--- config.mk ---
export PLATFORM = sky130hd
export DESIGN_NAME = sensor_acq_ctrl
export DESIGN_NICKNAME = d
export VERILOG_FILES = /design/src/rtl/sensor_acq_pkg.sv /design/src/rtl/acq_cycle_counter.sv /design/src/rtl/sensor_acq_ctrl.sv
export SDC_FILE = /design/constraint.sdc
export NUM_CORES = 1
export LEC_CHECK = 0
export BUFFER_PORTS_ARGS = -buffer_cell sky130_fd_sc_hd__buf_2
export CAP_MARGIN = 20
export CORE_ASPECT_RATIO = 2
export CORE_MARGIN = 2
export CORE_UTILIZATION = 35
export DETAILED_ROUTE_END_ITERATION = 7
export PLACE_DENSITY = 0.68
export SLEW_MARGIN = 40
export SYNTH_ARGS = -nofsm -noshare
export SYNTH_HDL_FRONTEND = slang
export SYNTH_SLANG_ARGS = --single-unit
--- constraint.sdc ---
create_clock -name clk -period 2.8 [get_ports clk]
set_clock_uncertainty 0.1 [all_clocks]
set_input_delay 0.28 -clock clk [delete_from_list [all_inputs] [get_ports clk]]
set_output_delay 0.28 -clock clk [all_outputs]
set_load 0.02 [all_outputs]
--- src/rtl/sensor_acq_pkg.sv ---
// Shared types and constants for the sensor acquisition controller.
package sensor_acq_pkg;

  // Default width of the settle, timeout and sample counters.
  localparam int CNT_W_DEF = 16;

  // Width of the saturating overrun counter.
  localparam int OVR_W = 8;

  // Acquisition sequencer states.
  typedef enum logic [1:0] {
    ST_IDLE   = 2'd0,
    ST_SETTLE = 2'd1,
    ST_WAIT   = 2'd2,
    ST_DONE   = 2'd3
  } acq_state_t;

  // Increment that sticks at all-ones instead of wrapping.
  function automatic logic [OVR_W-1:0] sat_inc(input logic [OVR_W-1:0] value);
    return (value == '1) ? value : value + OVR_W'(1);
  endfunction

endpackage : sensor_acq_pkg

--- src/rtl/acq_cycle_counter.sv ---
// Free-running cycle counter with synchronous clear, count enable and an
// equality compare against a live target value.
module acq_cycle_counter
  import sensor_acq_pkg::*;
#(
  parameter int CNT_W = CNT_W_DEF
) (
  input  logic             clk,
  input  logic             rst,
  input  logic             i_clear,
  input  logic             i_enable,
  input  logic [CNT_W-1:0] i_target,
  output logic             o_equal
);

  logic [CNT_W-1:0] r_count;

  // Count register: clear wins over enable so a restart always begins at 0.
  always_ff @(posedge clk or posedge rst) begin
    if (rst) begin
      r_count <= '0;
    end else if (i_clear) begin
      // NOTE: non-blocking assignments so every flop samples pre-edge values.
      r_count <= '0;
    end else if (i_enable) begin
      r_count <= r_count + CNT_W'(1);
    end
  end

  // Compare against the target sampled live this cycle.
  assign o_equal = (r_count == i_target);

endmodule : acq_cycle_counter

--- src/rtl/sensor_acq_ctrl.sv ---
// Sensor acquisition controller: on an accepted trigger waits a settle
// period, pulses conv_start, then waits for the front-end sample or a
// timeout and reports completion to the timing manager.
module sensor_acq_ctrl
  import sensor_acq_pkg::*;
#(
  parameter int DATA_W = 32,
  parameter int CNT_W  = CNT_W_DEF
) (
  input  logic              clk,
  input  logic              rst,
  input  logic              trigger,
  input  logic              en,
  input  logic [CNT_W-1:0]  settle_cycles,
  input  logic [CNT_W-1:0]  timeout_cycles,
  output logic              conv_start,
  input  logic              data_valid,
  input  logic [DATA_W-1:0] data_in,
  output logic              done,
  output logic [DATA_W-1:0] data_out,
  output logic              timeout_flag,
  output logic [OVR_W-1:0]  overrun_count,
  output logic [CNT_W-1:0]  sample_count
);

  acq_state_t        r_state;
  logic              r_conv_start;
  logic              r_done;
  logic              r_timeout_flag;
  logic [DATA_W-1:0] r_data_out;
  logic [OVR_W-1:0]  r_overrun_count;
  logic [CNT_W-1:0]  r_sample_count;

  logic w_idle_or_done;
  logic w_busy;
  logic w_accept;
  logic w_settle_eq;
  logic w_wait_eq;
  logic w_settle_clr;
  logic w_settle_en;
  logic w_wait_clr;
  logic w_wait_en;
  logic w_timeout;

  // Trigger qualification and counter control derived from current state.
  assign w_idle_or_done = (r_state == ST_IDLE) || (r_state == ST_DONE);
  assign w_busy         = (r_state == ST_SETTLE) || (r_state == ST_WAIT);
  assign w_accept       = w_idle_or_done && trigger && en;
  assign w_settle_clr   = w_accept;
  assign w_settle_en    = (r_state == ST_SETTLE);
  assign w_wait_clr     = (r_state == ST_SETTLE) && en && w_settle_eq;
  assign w_wait_en      = (r_state == ST_WAIT);
  assign w_timeout      = (timeout_cycles != '0) && w_wait_eq;

  acq_cycle_counter #(
    .CNT_W (CNT_W)
  ) u_settle_cnt (
    .clk      (clk),
    .rst      (rst),
    .i_clear  (w_settle_clr),
    .i_enable (w_settle_en),
    .i_target (settle_cycles),
    .o_equal  (w_settle_eq)
  );

  acq_cycle_counter #(
    .CNT_W (CNT_W)
  ) u_wait_cnt (
    .clk      (clk),
    .rst      (rst),
    .i_clear  (w_wait_clr),
    .i_enable (w_wait_en),
    .i_target (timeout_cycles),
    .o_equal  (w_wait_eq)
  );

  // Sequencer with all outputs registered alongside the state.
  always_ff @(posedge clk or posedge rst) begin
    if (rst) begin
      r_state         <= ST_IDLE;
      r_conv_start    <= 1'b0;
      r_done          <= 1'b0;
      r_timeout_flag  <= 1'b0;
      r_data_out      <= '0;
      r_overrun_count <= '0;
      r_sample_count  <= '0;
    end else begin
      // conv_start is a single-cycle pulse unless the settle exit re-arms it.
      r_conv_start <= 1'b0;

      // A trigger arriving mid-acquisition is dropped but recorded.
      if (w_busy && trigger && en) begin
        r_overrun_count <= sat_inc(r_overrun_count);
      end

      case (r_state)
        ST_IDLE, ST_DONE: begin
          if (trigger && en) begin
            r_state        <= ST_SETTLE;
            r_done         <= 1'b0;
            r_timeout_flag <= 1'b0;
          end
        end

        ST_SETTLE: begin
          if (!en) begin
            r_state <= ST_IDLE;
            r_done  <= 1'b0;
          end else if (w_settle_eq) begin
            r_state      <= ST_WAIT;
            r_conv_start <= 1'b1;
          end
        end

        ST_WAIT: begin
          if (!en) begin
            r_state <= ST_IDLE;
            r_done  <= 1'b0;
          end else if (data_valid) begin
            // A sample on the timeout edge still counts as a capture.
            r_state        <= ST_DONE;
            r_done         <= 1'b1;
            r_timeout_flag <= 1'b0;
            r_data_out     <= data_in;
            r_sample_count <= r_sample_count + CNT_W'(1);
          end else if (w_timeout) begin
            r_state        <= ST_DONE;
            r_done         <= 1'b1;
            r_timeout_flag <= 1'b1;
          end
        end

        default: begin
          r_state <= ST_IDLE;
        end
      endcase
    end
  end

  assign conv_start    = r_conv_start;
  assign done          = r_done;
  assign timeout_flag  = r_timeout_flag;
  assign data_out      = r_data_out;
  assign overrun_count = r_overrun_count;
  assign sample_count  = r_sample_count;

endmodule : sensor_acq_ctrl
==> results.txt, run 1 <==
Internal power comes to about 2.5 mW. The number of failing setup endpoints in the final timing report is 0. The number of global-route vias before repair is approximately 3800. The number of hold violations in the final report came out at 0. The power share of the clock group came out at between 30 and 40%. The cell accounting for the most synthesized area is sky130_fd_sc_hd__dfrtp_1.

After detailed routing, the number of vias per cell comes to between 4 and 5. In the layout the commonest cells are sky130_fd_sc_hd__nand2_1 (130), sky130_fd_sc_hd__buf_2 (127), sky130_fd_sc_hd__dfrtp_1 (93). The die extent in y came out at between 150 and 200 um.

The worst register-to-register path begins at u_settle_cnt.r_count[9]$_DFFE_PP0P_. The first global-routing pass estimated about 18 mm of wire. The required time reported for the critical path endpoint came out at 2.91 ns. The setup TNS is 0 ns. The post-route clock period utilization came out at 75.4%. STA classifies the critical path endpoint as a flip-flop. The via count of the routed design is 3639. The highest cell delay on the worst timing path is approximately 0.44 ns. The critical path goes through xor2_1, nor4_1, nand4_1, a32o_1, nor2_1, o22ai_1. The proportion of register bits with asynchronous set or reset after synthesis came out at 100%. The flow ran to the end, and the final reports show no timing, DRC or antenna violations. The path depth of the worst reg2reg path is 6. The fill cell instance count of the final layout is 1249.

Synthesis produced a netlist with a net count of ~540. In this run the worst setup path begins at u_settle_cnt.r_count[9]$_DFFE_PP0P_. In this run, the combinational gates consume ~22% of the power. The post-layout net count is ~670. The initial core utilization is 35.6%. The family of cells with the greatest summed delay on the critical path is simple AND/OR/NAND/NOR gates. The count of cells along the worst hold path came out at 3. The flip-flop and latch count after synthesis came out at slightly above 90. In this run the core area contains 58 standard-cell rows. The total DRC errors in the routed layout came out at 0. The total power of the final layout is around 3.7 mW. The maximum number of pins on one net before global-route repair is 36.

The violation count after the first detailed-route iteration is between 200 and 250. For this design, the sink count on the clock tree is 93. The share of synthesized area in the top cell type comes to between 50% and 60%. The critical path contains buffers and inverters numbering 0 combined. The H-tree level count came out at 3. After layout, the worst setup slack is between 0.6 and 0.7 ns. The placeable core area is approximately 0.012 mm^2. The count of final max-slew check failures came out at 0. The worst min-delay path endpoint is data_out[12]$_DFFE_PP0P_. The critical path's slowest cell is sky130_fd_sc_hd__nor4_1.

The post-synthesis sequential area ratio came out at 52.4%. The count of distinct cell types in the synthesized netlist came out at 34. The top fanout value on the critical path is 4. The most common cell after layout, fill and taps aside is sky130_fd_sc_hd__nand2_1.

The worst slack after detailed placement is around 0.67 ns. The number of top-level design ports is between 100 and 150. The total net switching power is between 1 and 1.5 mW. The total routed wirelength came out at 10.8 mm.

The clock transition at the registers of the reported paths came out at ~0.070 ns. Registers take between 0.002 and 0.0025 mm^2. The highest attainable clock frequency came out at between 400 and 500 MHz. By startpoint and endpoint, the worst setup path is classified as flip-flop to flip-flop. In this run the critical register-to-register path is captured at r_state[1]$_DFFE_PP0P_. Ranked by total cell area, the synthesized netlist is headed by sky130_fd_sc_hd__dfrtp_1 (52%), sky130_fd_sc_hd__nand2_1 (11%), sky130_fd_sc_hd__xnor2_1 (8.1%). Of the cells placed in the final design, the portion with a size suffix greater than 1 is between 20% and 30%. The number of antenna violations at the first check in global routing is 0. In this run switching power makes up between 30 and 40% of total power. The worst-case vdd ir drop is 446 uV.

Routability-driven placement finished with a final weighted congestion of approximately 0.84. The setup slack of the worst register-to-register path is ~0.69 ns. STA puts the critical path data arrival time at 2.22 ns. The max-cap check violation count came out at 0. The mapped cell area came out at between 0.004 and 0.005 mm^2. TritonCTS built the clock tree. The part of the total power dissipated in sequential elements is 46.7%. The average wire length per cell after detail routing came out at around 14 um.

The first TritonRoute pass finished after 4 iterations. The post-layout minimum cycle time came out at 2.11 ns. The static power due to leakage is around 2.9 nW. The port buffer count came out at between 100 and 150.

The width of the die came out at 83.7 um. The die area is approximately 0.014 mm^2. In this run the post-CTS setup repair buffer count came out at 0.

The layout overhead on the synthesized area came out at 25.7%. The startpoint class of the critical path is a flip-flop. The slew at the pin with the worst max-slew slack is about 0.55 ns.

The total half-perimeter wirelength after legalization and detailed placement came out at 8.20 mm. The tightest min-delay check is of the input pin to flip-flop type. The number of buffers created by CTS came out at 9.

The clock passes through at most 2 buffers. The source-to-sink clock delay at the later pin of the worst-skew pair came out at roughly 0.34 ns. The global routing usage summed across all routing layers came out at about 16%.

The count of flip-flops with a built-in enable after synthesis came out at 0. During synthesis, Yosys emitted a total of 0 warnings. Setup repair after global routing left no endpoint under its margin. The leftover overflow at the end of global routing is 0. The worst hold path begins at data_in[12]. The multi-input combinational cell area came out at 0.00202 mm^2. Power spread over the standard cell area amounts to 655 mW/mm^2. The most instantiated flip-flop cell in the synthesis netlist is sky130_fd_sc_hd__dfrtp_1. After synthesis, the mean cell area works out to about 9.6 um^2. The number of cells produced by synthesis came out at approximately 460. The total inserted antenna cells is 0. The worst slew slack as a fraction of its limit came out at between 60% and 70%. The count of antenna-violating nets left after detailed routing is 0.

The cell chosen for the clock root is sky130_fd_sc_hd__clkbuf_16.
[per-layer routing]
| metal | share of wire (%) | vias up | track usage (%) |
|---|---|---|---|
| met5 | 0 | - | 0 |
| met4 | 4.5 | 0 | 9.31 |
| met3 | 4.3 | 37 | 3.18 |
| met2 | 56 | 100 | 29.2 |
| met1 | 36 | 1730 | 16.7 |
| li1 | - | 1772 | - |
[area by class of cell]
| type | count | area share, % |
|---|---|---|
| clock inverter | 6 | 0.851 |
| tap | 150 | 3.36 |
| clock buffer | 10 | 4.10 |
| inverter | 5 | 0.403 |
| multi-input combinational | 347 | 36.2 |
| timing repair buffer | 136 | 13.4 |
| sequential | 93 | 41.7 |
[sequential cells by signal, indices dropped and copies added (netlist names)]
| signal | count |
|---|---|
| done | 1 |
| u_settle_cnt.r_count | 16 |
| r_state | 2 |
| u_wait_cnt.r_count | 16 |
| overrun_count | 8 |
| sample_count | 16 |
| timeout_flag | 1 |
| conv_start | 1 |
| data_out | 32 |
[tightest hold or removal path: cells and delay by family]
family / cells / cell delay (ns)
AND/OR/NAND/NOR: 2 / 0.08
buffers and inverters: 1 / 0.07
[cells by family after synthesis]
| group | count (synthesis) | synth area share [%] |
|---|---|---|
| AO/OA/AOI/OAI | 15 | 2.53 |
| XOR/XNOR | 82 | 16.2 |
| adder cells (fa/ha/maj) | 6 | 1.69 |
| buffers and inverters | 23 | 2.17 |
| flip-flops | 93 | 52.4 |
| multiplexers | 4 | 0.929 |
| AND/OR/NAND/NOR | 240 | 24.2 |
[synthesized netlist by cell type, types with 3 or more instances]
cell,count
sky130_fd_sc_hd__nor4_1,8
sky130_fd_sc_hd__mux2i_1,3
sky130_fd_sc_hd__clkbuf_1,12
sky130_fd_sc_hd__nor2_1,44
sky130_fd_sc_hd__dfrtp_1,93
sky130_fd_sc_hd__nand3_1,11
sky130_fd_sc_hd__nand2_1,130
sky130_fd_sc_hd__buf_2,3
sky130_fd_sc_hd__inv_1,5
sky130_fd_sc_hd__and4_1,3
sky130_fd_sc_hd__xnor2_1,41
sky130_fd_sc_hd__o21ai_0,5
sky130_fd_sc_hd__xor2_1,41
sky130_fd_sc_hd__and3_1,11
sky130_fd_sc_hd__a21oi_1,3
sky130_fd_sc_hd__nand4_1,20
sky130_fd_sc_hd__ha_1,6
[worst max-delay path by stage]
| stage | to | cells after the start |
|---|---|---|
| 6_report | r_state[1]$_DFFE_PP0P_ | 6 |
| 5_1_grt | r_state[1]$_DFFE_PP0P_ | 6 |
| 4_1_cts | r_state[1]$_DFFE_PP0P_ | 6 |
| 3_5_place_dp | r_state[1]$_DFFE_PP0P_ | 6 |
| 3_3_place_gp | r_state[1]$_DFFE_PP0P_ | 6 |
| 2_1_floorplan | overrun_count[3]$_DFFE_PP0P_ | 6 |
[stage by stage]
stage | utilization (%) | area (um^2) | cells | hold slack, ns
after global routing | 44.7 | 5590 | 747 | 0.0184
after detailed placement | 42.5 | 5300 | 730 | 0.301
after floorplan | - | 4450 | 463 | 0.285
after CTS | 44.7 | 5590 | 747 | 0.0140
after global placement | 42.1 | 5250 | 728 | 0.353
final | 44.7 | 5590 | 747 | 0.0248
[power groups by stage]
stage               Combinational [mW]  Clock (mW)  Sequential [mW]
detailed placement               0.827           0             1.73
finish                           0.819        1.13             1.71
floorplan                        0.431           0             1.82
global route                     0.918        1.22             1.73
CTS                              0.831        1.17             1.71
global placement                 0.791           0             1.72
[timing repair]
item / in CTS / in global routing
endpoints found under the hold margin: 67 / 0
hold buffers: 1 / 0
setup endpoints to repair: 0 / 0
gates resized for setup: 0 / 0
Power figures use the tool's default switching activity.
==> run 2, diff against run 1 <==
--- a/config.mk
+++ b/config.mk
@@ -11,7 +11,7 @@
 export CORE_MARGIN = 2
 export CORE_UTILIZATION = 35
 export DETAILED_ROUTE_END_ITERATION = 7
-export PLACE_DENSITY = 0.68
+export PLACE_DENSITY = 0.66
 export SLEW_MARGIN = 40
 export SYNTH_ARGS = -nofsm -noshare
 export SYNTH_HDL_FRONTEND = slang
==> constraint.sdc (replaced) <==
create_clock -name clk -period 2.2 [get_ports clk]
set_clock_uncertainty 0.1 [all_clocks]
set_input_delay 0.22 -clock clk [delete_from_list [all_inputs] [get_ports clk]]
set_output_delay 0.22 -clock clk [all_outputs]
set_load 0.02 [all_outputs]
==> run 2 against run 1 <==
Against the previous run: die area is the same; total power is 36% higher; wire length rose by 5.8%; non-clock buffer count grew 31; clock power up 50%; critical path depth is 1 higher; sequential power grew 27%; sequential share of layout area down 2.4 points; first-iteration DRC count increased by 4.5%; utilization rose by 2.8 points; critical endpoint unchanged; largest power group unchanged.
==> results.txt, run 2 (synthesis gave the netlist of run 1 again) <==
The die extent in y is 163 um. The worst-case vdd ir drop is ~500 uV. The worst hold slack is around 0.14 ns.

The count of TritonRoute iterations in the first routing pass is 4. The placeable core area is between 0.01 and 0.015 mm^2. In the routed design, unresolved DRC markers number 0.

The highest attainable clock frequency came out at roughly 500 MHz. Tracing the worst setup path back leads to its startpoint at u_settle_cnt.r_count[13]$_DFFE_PP0P_. The repair_antennas step left the layout with diodes totalling 0. The startpoint identified for the worst register-to-register timing path is u_settle_cnt.r_count[13]$_DFFE_PP0P_.

The number of hold violations in the final report was 0. The total routed wirelength is 11.4 mm. The leftover overflow at the end of global routing came out at 0.

The worst slew slack as a fraction of its limit came out at 62.5%. The slew at the pin with the worst max-slew slack is 0.562 ns. The setup slack of the worst register-to-register path is between 0.15 and 0.2 ns. The number of rows created at floorplan is 58. The non-filler instance count after layout came out at between 700 and 800. The kind of critical path is flip-flop to flip-flop. The average wire length per cell after detail routing is between 10 and 15 um.

The most common cell after layout, fill and taps aside is sky130_fd_sc_hd__nand2_1. The cell chosen for the clock root is sky130_fd_sc_hd__clkbuf_16. The run finished with clean final reports. Along the worst path, the maximum fanout reaches 4. The number of top-level design ports came out at 128. During placement, the flow inserted port buffers numbering 127. The number of failing setup endpoints in the final timing report came out at 0. The width of the die is 83.7 um.

The fill cell instance count of the final layout is around 1200. Summed over all cells, the static leakage comes to 3.05 nW. Summed over all nets, the half-perimeter wirelength after detailed placement is 7.94 mm.

The number of buffers created by CTS is 9. The worst setup path is captured at a flip-flop. In this run the most critical hold path is launched from data_valid. The number of antenna violations at the first check in global routing is 1. The H-tree level count came out at 3.

The longest clock path from root to sink contains 2 buffers. The cell area power density came out at roughly 840 mW/mm^2. The number of setup buffers added after CTS is 0. The final standard cell area without fillers came out at 0.00593 mm^2.

In this run the worst hold path is classified as input pin to flip-flop. Setup repair after global routing left no endpoint under its margin. At the worst endpoint, the required time is roughly 2.3 ns. The register with the most flip-flops in the layout has 32 of them. The worst setup path is launched from a flip-flop.

At the worst endpoint, the arrival time is 2.12 ns. The clock drives slightly above 90 sinks. The number of global-route vias before repair came out at 4056. The post-layout net count is approximately 700. The setup TNS is 0 ns. In this run, placement finished with an instance count of around 730.

The first global-routing pass estimated 18.7 mm of wire. The clock period could shrink to roughly 2 ns. Routability-driven placement finished with a final weighted congestion of around 0.86. The count of final max-slew check failures came to 0. The clock transition at the registers of the reported paths came out at ~0.070 ns.

The initial utilization of the core area, before any placement, comes to 35.6%. Across every metal layer, demand over resource in global routing totals approximately 17%. Leaving out fill and tap cells, the most frequent cells in the layout are sky130_fd_sc_hd__nand2_1 (130), sky130_fd_sc_hd__buf_2 (127), sky130_fd_sc_hd__dfrtp_1 (93).

The max-cap check violation count came out at 0. The count of antenna-violating nets left after detailed routing came out at 0. The via count of the routed design came out at between 3000 and 4000. Entering global routing, the biggest net connects 94 pins.

The source-to-sink clock delay at the later pin of the worst-skew pair came out at approximately 0.34 ns. Cells with a size suffix above 1 make up between 20 and 30% of the layout. For this run, the share of the core covered by cells in the final layout is 47.5%. The post-route clock period utilization came out at about nine tenths. The first routing iteration left between 200 and 250 violations. Dividing the detail-routed via count by the number of cells gives a little under 5.

The die area came out at 0.0137 mm^2. TritonCTS built the clock tree. The cell area after placement came out at around 0.0053 mm^2.

The layout overhead on the synthesized area is 33.4%.
[run 2: final timing paths]
kind                                                 to  cells past startpoint
min in group asynchronous  overrun_count[2]$_DFFE_PP0P_                      4
hold reg to reg            sample_count[15]$_DFFE_PP0P_                      1
max in group asynchronous      data_out[17]$_DFFE_PP0P_                      4
hold / removal                 timeout_flag$_DFFE_PP0P_                      3
setup reg to reg                 r_state[1]$_DFFE_PP0P_                      7
setup / recovery                 r_state[1]$_DFFE_PP0P_                      7
[run 2: where the power goes]
group          internal [mW]  switching (mW)  total, mW
Clock                   1.03           0.664       1.69
Combinational          0.483           0.611       1.09
Sequential              1.93           0.245       2.18
[run 2: layout make-up]
type                       instances  area (um^2)  area share [%]
inverter                           5         22.5           0.380
clock buffer                      11          243            4.09
clock inverter                     5         83.8            1.41
timing repair buffer             167         1040            17.6
sequential                        93         2330            39.2
multi-input combinational        347         2020            34.1
tap                              150          188            3.16
[run 2: per-layer routing]
metal	up-vias	track usage, %	part of all wire, %
li1	1836	-	-
met1	1806	17.0	35
met2	116	31.5	56
met3	42	3.44	3.8
met4	0	10.9	5.1
met5	-	0	0
[run 2: repair_timing]
item,CTS,global route
endpoints found under the setup margin,0,1
resized for setup,0,1
hold endpoints to repair,125,0
hold buffers,33,0
[run 2: critical path, stage by stage, from the launching register on]
cell,delay [ns]
sky130_fd_sc_hd__dfrtp_1,0.43
sky130_fd_sc_hd__xor2_1,0.18
sky130_fd_sc_hd__nor4_1,0.24
sky130_fd_sc_hd__buf_4,0.16
sky130_fd_sc_hd__nand4_1,0.20
sky130_fd_sc_hd__a32o_1,0.32
sky130_fd_sc_hd__nor2_1,0.13
sky130_fd_sc_hd__o22ai_1,0.11
[run 2: through the flow]
step / setup WS, ns / total power [mW]
after floorplan: 0.297 / 2.86
after global placement: 0.146 / 3.22
after detailed placement: 0.152 / 3.25
after CTS: 0.145 / 5.00
after global routing: 0.0517 / 5.23
final: 0.191 / 4.96
